<file path="config.mk">
export PLATFORM = sky130hd
export DESIGN_NAME = alu_issue_stage
export DESIGN_NICKNAME = d
export VERILOG_FILES = /design/src/rtl/alu_issue_pkg.sv /design/src/rtl/alu_ctrl_decode.sv /design/src/rtl/alu_issue_stage.sv
export SDC_FILE = /design/constraint.sdc
export NUM_CORES = 1
export LEC_CHECK = 0
export ABC_AREA = 1
export CORE_UTILIZATION = 40
export DETAILED_ROUTE_END_ITERATION = 8
export PLACE_DENSITY = 0.68
export REMOVE_ABC_BUFFERS = 1
export SYNTH_ARGS = -nofsm -noshare
export SYNTH_HDL_FRONTEND = slang
export SYNTH_SLANG_ARGS = --single-unit
</file>
<file path="constraint.sdc">
create_clock -name clk -period 3.95 [get_ports clk]
set_input_delay 1.185 -clock clk [delete_from_list [all_inputs] [get_ports clk]]
set_output_delay 1.185 -clock clk [all_outputs]
set_load 0.05 [all_outputs]
</file>
<file path="src/rtl/alu_issue_pkg.sv">
// Shared types and encodings for the ALU issue stage and its funct decoder.
package alu_issue_pkg;

  localparam logic [3:0] FUNCT_AND  = 4'b0000;
  localparam logic [3:0] FUNCT_OR   = 4'b0001;
  localparam logic [3:0] FUNCT_XOR  = 4'b0010;
  localparam logic [3:0] FUNCT_ADD  = 4'b0011;
  localparam logic [3:0] FUNCT_SUB  = 4'b0100;
  localparam logic [3:0] FUNCT_SLT  = 4'b0101;
  localparam logic [3:0] FUNCT_NOR  = 4'b0110;
  localparam logic [3:0] FUNCT_NAND = 4'b0111;

  localparam logic [2:0] OP_AND = 3'b000;
  localparam logic [2:0] OP_SUB = 3'b001;
  localparam logic [2:0] OP_OR  = 3'b010;
  localparam logic [2:0] OP_XOR = 3'b011;
  localparam logic [2:0] OP_ADD = 3'b100;
  localparam logic [2:0] OP_SLT = 3'b101;

  // Slice control bundle stored alongside the operands in each buffer entry.
  typedef struct packed {
    logic       ainvert;
    logic       binvert;
    logic       cin;
    logic [2:0] op;
    logic       illegal;
  } alu_ctrl_t;

endpackage

</file>
<file path="src/rtl/alu_ctrl_decode.sv">
// Combinational translation of a 4-bit ALU funct into 1-bit-slice controls.
module alu_ctrl_decode
  import alu_issue_pkg::*;
(
  input  logic [3:0] funct,
  output alu_ctrl_t  ctrl
);

  always_comb begin
    // NOTE: default every field first so no path through the case infers a latch.
    ctrl = '0;
    unique case (funct)
      FUNCT_AND:  ctrl.op = OP_AND;
      FUNCT_OR:   ctrl.op = OP_OR;
      FUNCT_XOR:  ctrl.op = OP_XOR;
      FUNCT_ADD:  ctrl.op = OP_ADD;
      FUNCT_SUB: begin
        ctrl.binvert = 1'b1;
        ctrl.cin     = 1'b1;
        ctrl.op      = OP_SUB;
      end
      FUNCT_SLT: begin
        ctrl.binvert = 1'b1;
        ctrl.cin     = 1'b1;
        ctrl.op      = OP_SLT;
      end
      FUNCT_NOR: begin
        ctrl.ainvert = 1'b1;
        ctrl.binvert = 1'b1;
        ctrl.op      = OP_AND;
      end
      FUNCT_NAND: begin
        ctrl.ainvert = 1'b1;
        ctrl.binvert = 1'b1;
        ctrl.op      = OP_OR;
      end
      default:    ctrl.illegal = 1'b1;
    endcase
  end

endmodule

</file>
<file path="src/rtl/alu_issue_stage.sv">
// Registered 2-entry issue buffer feeding the 16-bit slice ALU with decoded controls.
// Optional macro ALU_ISSUE_IMM_EN: in_use_imm selects the sign-extended 6-bit in_imm as operand B.
module alu_issue_stage
  import alu_issue_pkg::*;
#(
  parameter int WIDTH = 16,
  parameter int DEPTH = 2
) (
  input  logic             clk,
  input  logic             reset,
  input  logic             in_valid,
  output logic             in_ready,
  input  logic [3:0]       in_funct,
  input  logic [WIDTH-1:0] in_a,
  input  logic [WIDTH-1:0] in_b,
  input  logic             in_use_imm,
  input  logic [5:0]       in_imm,
  output logic             out_valid,
  input  logic             out_ready,
  output logic [WIDTH-1:0] out_a,
  output logic [WIDTH-1:0] out_b,
  output logic             out_ainvert,
  output logic             out_binvert,
  output logic             out_cin,
  output logic [2:0]       out_op,
  output logic             out_illegal
);

  alu_ctrl_t        in_ctrl;
  logic [WIDTH-1:0] b_sel;

  logic [WIDTH-1:0] mem_a    [DEPTH];
  logic [WIDTH-1:0] mem_b    [DEPTH];
  alu_ctrl_t        mem_ctrl [DEPTH];

  logic       wr_ptr;
  logic       rd_ptr;
  logic [1:0] count;
  logic       push;
  logic       pop;
  alu_ctrl_t  head_ctrl;

  alu_ctrl_decode u_decode (
    .funct (in_funct),
    .ctrl  (in_ctrl)
  );

`ifdef ALU_ISSUE_IMM_EN
  assign b_sel = in_use_imm ? {{(WIDTH-6){in_imm[5]}}, in_imm} : in_b;
`else
  logic unused_imm;
  assign unused_imm = ^{in_use_imm, in_imm};
  assign b_sel      = in_b;
`endif

  assign in_ready  = (count != 2'd2);
  assign out_valid = (count != 2'd0);
  assign push      = in_valid && in_ready;
  assign pop       = out_valid && out_ready;

  always_ff @(posedge clk) begin
    if (reset) begin
      count  <= 2'd0;
      wr_ptr <= 1'b0;
      rd_ptr <= 1'b0;
    end else begin
      if (push) wr_ptr <= wr_ptr + 1'b1;
      if (pop)  rd_ptr <= rd_ptr + 1'b1;
      unique case ({push, pop})
        2'b10:   count <= count + 2'd1;
        2'b01:   count <= count - 2'd1;
        default: count <= count;
      endcase
    end
  end

  // NOTE: storage is left unreset; empty-state outputs are masked by out_valid instead.
  // With count==1 the write slot differs from the head, so a stalled head never changes.
  always_ff @(posedge clk) begin
    if (push) begin
      mem_a[wr_ptr]    <= in_a;
      mem_b[wr_ptr]    <= b_sel;
      mem_ctrl[wr_ptr] <= in_ctrl;
    end
  end

  always_comb begin
    head_ctrl = '0;
    out_a     = '0;
    out_b     = '0;
    if (out_valid) begin
      head_ctrl = mem_ctrl[rd_ptr];
      out_a     = mem_a[rd_ptr];
      out_b     = mem_b[rd_ptr];
    end
  end

  assign out_ainvert = head_ctrl.ainvert;
  assign out_binvert = head_ctrl.binvert;
  assign out_cin     = head_ctrl.cin;
  assign out_op      = head_ctrl.op;
  assign out_illegal = head_ctrl.illegal;

endmodule

</file>
### Word-level counts from Yosys, hierarchy flattened

Memory sizes are Yosys's and may differ from the RTL's. A register that Yosys moved wholly into a read port is not among the register bits.
Index checks and enable logic that the tools add are counted.

| cells by class | value |
|---|---|
| mux-type cells | 17 |
| $add $sub $neg | 4 |
| reductions and logical operators | 10 |
| equal/unequal tests | 10 |

Operators by type and width:

| cell | count |
|---|---|
| $mux W16 | 2 |
| $eq A4 B3 Y1 const B | 4 |
| $pmux W3 S5 | 1 |
| $mux W1 | 12 |
| $eq A4 B2 Y1 const B | 2 |
| $reduce_or A8 Y1 | 1 |
| $mux W7 | 1 |
| $reduce_or A2 Y1 | 3 |
| $eq A4 B1 Y1 const B | 1 |
| $logic_not A4 Y1 | 1 |
| $pmux W2 S2 | 1 |
| $reduce_bool A2 Y1 | 2 |
| $reduce_or A4 Y1 | 1 |
| $add A1 B1 Y1 const B | 2 |
| $add A2 B1 Y2 const B | 1 |
| $eq A2 B1 Y1 const B | 1 |
| $eq A2 B2 Y1 const B | 1 |
| $logic_and A1 B1 Y1 | 2 |
| $ne A2 B2 Y1 const B | 1 |
| $sub A2 B1 Y2 const B | 1 |

| word-level totals | value |
|---|---|
| word-level logic and storage cells | 47 |
| register bits after elaboration | 4 |
| memories | 3 |
| memory bits (writable) | 78 |
| output and inout port bits | 41 |

Memories:

| name | depth | bits a word | rd ports | clocked after Yosys merged registers in | wr ports | RTL line | source |
|---|---|---|---|---|---|---|---|
| mem_a | 2 | 16 | 1 | 1 | 1 | alu_issue_stage.sv:32 | `logic [WIDTH-1:0] mem_a [DEPTH];` |
| mem_b | 2 | 16 | 1 | 1 | 1 | alu_issue_stage.sv:33 | `logic [WIDTH-1:0] mem_b [DEPTH];` |
| mem_ctrl | 2 | 7 | 1 | 1 | 1 | alu_issue_stage.sv:34 | `alu_ctrl_t mem_ctrl [DEPTH];` |

### Longest topological paths before layout

Gate-level depths: netlist of run 1.

| depth | value |
|---|---|
| depth in word-level cells | 4 |
| mapped depth | 9 |
| mapped depth without buffers | 9 |

### Modules after synthesis

Synthesis of run 1 repeated with hierarchy kept, for this count alone.

| second synthesis, totals | value |
|---|---|
| cell total of the unflattened synthesis | 267 |
| area total of the unflattened synthesis | 3244.4 µm² |

By module, submodules not included:

| module | cells an instance | area an instance (µm²) | times used | sequential area each (µm²) |
|---|---|---|---|---|
| alu_issue_stage | 246 | 3153.0 | 1 | 2442.3 |
| alu_ctrl_decode | 21 | 91.3 | 1 | 0.0 |

### Least setup slack after synthesis of run 1

OpenSTA, ideal clock, no wires.

| timing path | value |
|---|---|
| path kind | input -> register |
| start point | input port in_valid |
| end point | memory mem_a[0][0], enable pin |
| buffers on the path | 0 |
| stages on the path | 2 |
| data arrival time | 2.925 ns |
| slack | 0.589 ns |
| setup time | 0.435 ns |
| path through | nand2_2 -> nor2_1 |

| on the way | value |
|---|---|
| cells in the longest elaborated chain, start to end | 3 |

Ends and longest elaborated chain:

| item | RTL line | source |
|---|---|---|
| start, declared | alu_issue_stage.sv:11 | `input logic in_valid,` |
| $logic_and A1 B1 Y1 | alu_issue_stage.sv:58 | `assign push = in_valid && in_ready;` |
| $mux W1 | alu_issue_stage.sv:80 | `if (push) begin` |
| $mux W1 (implied by the code) | alu_issue_stage.sv:81 | `mem_a[wr_ptr] <= in_a;` |
| end, declared | alu_issue_stage.sv:32 |  |

No other way between the ends.

==> results.md, run 1 <==
* Worst IR drop on VDD at 0.000300 V
* LEAKAGE at 0.00158 uW
* Routed WL at 6190 um
* Clock latency on the worst-skew pair at 0.35 ns
* Initial Util at 41.5%
* Max-slew headroom at the worst pin at 61.0%
* Die Ht at 91.8 um
* Clk root buf: clkbuf_8
* Crit end category: primary output
* RSZ-0062 raised after global routing: no
* Sequential cell area at 0.00244 mm2
* Largest net degree at the start of global routing at 35
* Vias in the first global route at 2083
* Max_cap viols at 0
* Cell accounting for the most synthesized area: edfxtp_1
* Critical path required time at 2.76 ns
* Seq/Total Area, Yosys at 75.7%
* Clk sink count at 83
* CTS clk-pin slew, worst paths at 0.08 ns
* Drt wl/cell at 13.6 um
* Syn avg cell area at 12.2 um2
* Post-route ant nets at 0
* Layout Nets at 395
* RD Place Congestion at 0.714
* Synth cell types at 18
* PwrDens at 672 mW/mm2
* Final setup margin at 0.349 ns
* Pre-antenna DRT Iters at 4
* Vias at 2161
* Die area at 0.00843 mm2
* Kind of critical path: flop to primary output
* Placed Cells at 438
* Worst-margin pin slew at 0.583 ns
* CTS tree: built
* Die width at 91.8 um
* Vias per inst at 4.76
* Core box area at 0.00777 mm2
* # hold bufs at CTS at 0
* Peak Freq at 0.278 GHz
* Final Power at 2950 uW
* Fillers at 656
* Postcts setup bufs at 0
* Remaining DRCs at 0
* Synth Cell Area at 0.00323 mm2
* Most frequent cells in the layout: 88 x nand2_1, 80 x clkdlybuf4s50_1, 78 x edfxtp_1, 41 x a21oi_1, 14 x nor2_1
* Final std cells w/o fill at 454
* Worst Path Arrival at 2.42 ns
* Resized cells post-CTS at 0
* # IOs at 88
* Fin crit share at 91.2%
* Global route overflow at 0
* Iter 0 DRT Violations at 71
* Fin. Hold Viols at 0
* Initial antenna violation count at 0
* FP Rows at 32
* Leading cell type in the layout, fill and taps excluded: nand2_1
* Status: complete, no violations
* DP Worst Slack at 0.737 ns
* Share of the synthesized area in the top cell type at 72.6%
* CTS Buf Count at 9
* N_diodes at 0
* Setup TNS at 0 ns
* PortBufs at 80
* Total track usage at 15.6%
* H-tree Lvls at 3
* Endpoints failing setup at 0
* Clk_skew at 0.00699 ns
* Startpoint type of the worst setup path: flop
* Ranking of synthesized cells by area: edfxtp_1 73%, nand2_1 10%, a21oi_1 6.4%
* Syn Inst Count at 264
* Max Slew Vio Count at 0
* Worst-path fanout max at 22
* First-pass GRT wire length at 9760 um
* Hold WS at 0.503 ns
* Multi-input gate area at 682 um2
* Clock buffer depth at 2
* DP HPWL at 3840 um
* Layout cells sized above 1 at 7.39%
* Tmin final at 3.60 ns
* Yosys reg bits at 83
* Worst min path class: flop to flop
* Syn-to-layout area delta at 36.1%
* Synth Warn # at 0
==> worst max-delay path: stages (launching register included) <==
cell	delay, ns
dfxtp_2	0.44
inv_2	0.34
buf_12	0.22
nand2_1	0.07
a21oi_1	0.15
clkdlybuf4s50_1	0.84
==> cell usage after synthesis (all sizes together) <==
library cell  count
buf              12
nor2             17
nand4             1
ha                1
inv              12
dfxtp             5
edfxtp           78
a21oi            41
o21ai             3
nand3             4
nand2            89
clkbuf            1
==> final cells by class <==
class | instances | area share [%]
clock buffer | 10 | 2.91
clock inverter | 6 | 2.05
inverter | 12 | 1.03
multi-input combinational | 156 | 15.5
sequential | 83 | 55.6
tap | 102 | 2.91
timing repair buffer | 85 | 19.9
==> per-stage QoR <==
| step | cell area [um2] | util, % |
|---|---|---|
| floorplan | 3150 | - |
| global route | 4390 | 56.5 |
| CTS | 4390 | 56.5 |
| global placement | 4170 | 53.7 |
| detailed placement | 4170 | 53.7 |
| finish | 4390 | 56.5 |
==> kinds of logic after synthesis <==
logic type | after synthesis | synth area share (%)
adders and majority gates | 1 | 0.388
AOI/OAI and AO/OA | 44 | 6.82
and+or+nand+nor | 111 | 13.3
DFF | 83 | 75.7
buffers and inverters | 25 | 3.80
==> worst paths after layout <==
path	from	end	slack, ns	cells after the start
worst max-delay path	flop	out_b[9]	0.35	5
worst min-delay path	rd_ptr$_SDFFE_PP0P_	rd_ptr$_SDFFE_PP0P_	0.50	2
worst max register to register	count[0]$_SDFFE_PP0P_	mem_a[0][9]$_DFFE_PP_	2.12	5
worst min register to register	rd_ptr$_SDFFE_PP0P_	rd_ptr$_SDFFE_PP0P_	0.50	2
==> where the power goes <==
group	switching [uW]	total [uW]	leakage, uW	internal [uW]
logic	820	1180	0.000700	364
registers	43.4	1120	0.000774	1080
clock network	293	650	0.000106	357
total	1160	2950	0.00158	1800
==> layer usage <==
metal / vias to the layer above / part of all wire, % / GRT usage (%)
met1: 1010 / 44 / 18.9
met5: - / 0 / 0
met3: 16 / 5.3 / 4.06
met4: 0 / 2.7 / 8.59
li1: 1076 / - / -
met2: 59 / 48 / 25.6
==> state kept, by name, summed over array words and instances (netlist names), named ones only <==
name      flops
mem_a        32
wr_ptr        1
rd_ptr        1
count         2
mem_b        32
mem_ctrl     14
No activity file was read; power rests on OpenSTA's default activity.
==> run 2, diff against run 1 <==
- CORE_UTILIZATION: 40 -> 48
- PLACE_DENSITY: 0.68 -> 0.8
==> run 2 against run 1 <==
The run now ends with DRC left. Routed wire length up 1.3%. Via count up 1.1%. First-iteration DRC count up 140%. Cell count down 5.7%. Final area down 4.5%. Count of clock-buffer cells in the layout up 1. Critical path type unchanged.
==> results.md, run 2 (synthesis gave the netlist of run 1 again) <==
* Status: finished with violations
* Failing checks: DRC
* RD Place Congestion at 0.703
* Critical path required time at 2.76 ns
* Layout Nets at 394
* Layout cells sized above 1 at 17.9%
* Crit end category: primary output
* Post-layout util at 65.3%
* Post-route ant nets at 0
* CTS Buf Count at 9
* Startpoint type of the worst setup path: flop
* # hold bufs at CTS at 0
* Vias at 2185
* Peak Freq at 0.333 GHz
* Max Slew Vio Count at 0
* LEAKAGE at 0.00161 uW
* Total track usage at 18.7%
* Clock buffer depth at 2
* Clk_skew at 0.00698 ns
* Initial Util at 50.2%
* Endpoints failing setup at 0
* First-pass GRT wire length at 10000 um
* Setup TNS at 0 ns
* Worst-margin pin slew at 0.714 ns
* Clk sink count at 83
* Remaining DRCs at 12
* Largest registers: mem_a (32), mem_b (32), mem_ctrl (14)
* Largest net degree at the start of global routing at 41
* Max_cap viols at 0
* CTS clk-pin slew, worst paths at 0.08 ns
* PortBufs at 80
* Syn-to-layout area delta at 30.0%
* # IOs at 88
* Max-slew headroom at the worst pin at 52.3%
* Worst-path fanout max at 4
* Pre-antenna DRT Iters at 6
* Fin crit share at 75.9%
* Worst reg2reg path endpoint: mem_ctrl[0][2]$_DFFE_PP_
* Kind of critical path: flop to primary output
* Fin. Hold Viols at 0
* Internal reg-to-reg setup slack at 2.11 ns
* Crit Reg-Reg Startpoint: count[0]$_SDFFE_PP0P_
* Worst min path class: flop to flop
* DP HPWL at 3850 um
* Leading cell type in the layout, fill and taps excluded: nand2_1
* Worst reg-to-reg path cell count at 5
* CTS tree: built
* Core box area at 0.00642 mm2
* Resized cells post-CTS at 0
* Iter 0 DRT Violations at 172
* Routed WL at 6270 um
* Initial antenna violation count at 0
* Hold Startpoint: rd_ptr$_SDFFE_PP0P_
* Tmin final at 3.00 ns
* Die Ht at 84.0 um
* Worst Path Arrival at 1.81 ns
* N_diodes at 0
* Hold depth at 2
* Worst IR drop on VDD at 0.000320 V
* Global route overflow at 0
* Most frequent cells in the layout: 88 x nand2_1, 78 x edfxtp_1, 41 x a21oi_1, 41 x clkdlybuf4s50_1, 41 x buf_4
* Drt wl/cell at 14.7 um
* FP Rows at 29
* Fillers at 491
* Clock latency on the worst-skew pair at 0.34 ns
* Vias per inst at 5.11
* H-tree Lvls at 3
* Vias in the first global route at 2249
* PwrDens at 661 mW/mm2
* Clk root buf: clkbuf_8
* Postcts setup bufs at 0
* Die width at 84.0 um
* RSZ-0062 raised after global routing: no
* Die area at 0.00705 mm2
## run 2: changes by cell type in the layout (fill, tap and decap cells not counted), sizes merged
| cell | before | now |
|---|---|---|
| clkbuf | 10 | 11 |
| clkinvlp | 1 | 2 |
| clkdlybuf4s50 | 80 | 41 |
| buf | 5 | 43 |
| bufinv | 2 | 0 |
## run 2: cell type report
class	instances	area (um2)	share of cell area, %
multi-input cells	156	682	16.3
flip-flops and latches	83	2440	58.2
well taps	77	96.3	2.30
clock buffers	11	141	3.37
clock inverters	5	30.0	0.716
repair buffers	84	758	18.1
inverters	12	45.0	1.07
## run 2: how the worst max path moves through the flow
stage	slack, ns	depth (start not counted)	from	end
floorplan	0.59	2	in_valid	mem_a[0][0]$_DFFE_PP_
global placement	1.05	4	in_valid	mem_ctrl[0][0]$_DFFE_PP_
detailed placement	1.06	4	in_valid	mem_ctrl[0][0]$_DFFE_PP_
CTS	0.94	3	count[0]$_SDFFE_PP0P_	in_ready
global route	0.86	3	count[0]$_SDFFE_PP0P_	in_ready
finish	0.95	3	count[0]$_SDFFE_PP0P_	in_ready
## run 2: critical path, cell delays in order (launching register included)
cell	delay, ns
dfxtp_1	0.41
inv_1	0.11
nand2_1	0.13
clkdlybuf4s50_1	0.82
## run 2: metrics by stage
stage	cell area [um2]	setup WS, ns	hold slack [ns]	total power (uW)	cells
3_3_place_gp	4020	1.05	0.481	2260	412
3_5_place_dp	4020	1.06	0.506	2270	412
6_report	4200	0.951	0.522	2770	428
5_1_grt	4200	0.861	0.550	2900	428
2_1_floorplan	3150	0.589	0.467	1890	251
4_1_cts	4200	0.944	0.527	2790	428
## run 2: report_power, final
group	internal (uW)	leakage [uW]	switching, uW
registers	1080	0.000774	32.6
clock network	242	0.0000851	283
logic	311	0.000755	829
## run 2: metal layers
| layer | up-vias | track usage (%) | share of wire, % |
|---|---|---|---|
| li1 | 1069 | - | - |
| met1 | 1039 | 21.7 | 43 |
| met2 | 67 | 33.3 | 50 |
| met3 | 10 | 4.25 | 5.2 |
| met4 | 0 | 8.15 | 1.7 |
| met5 | - | 0 | 0 |
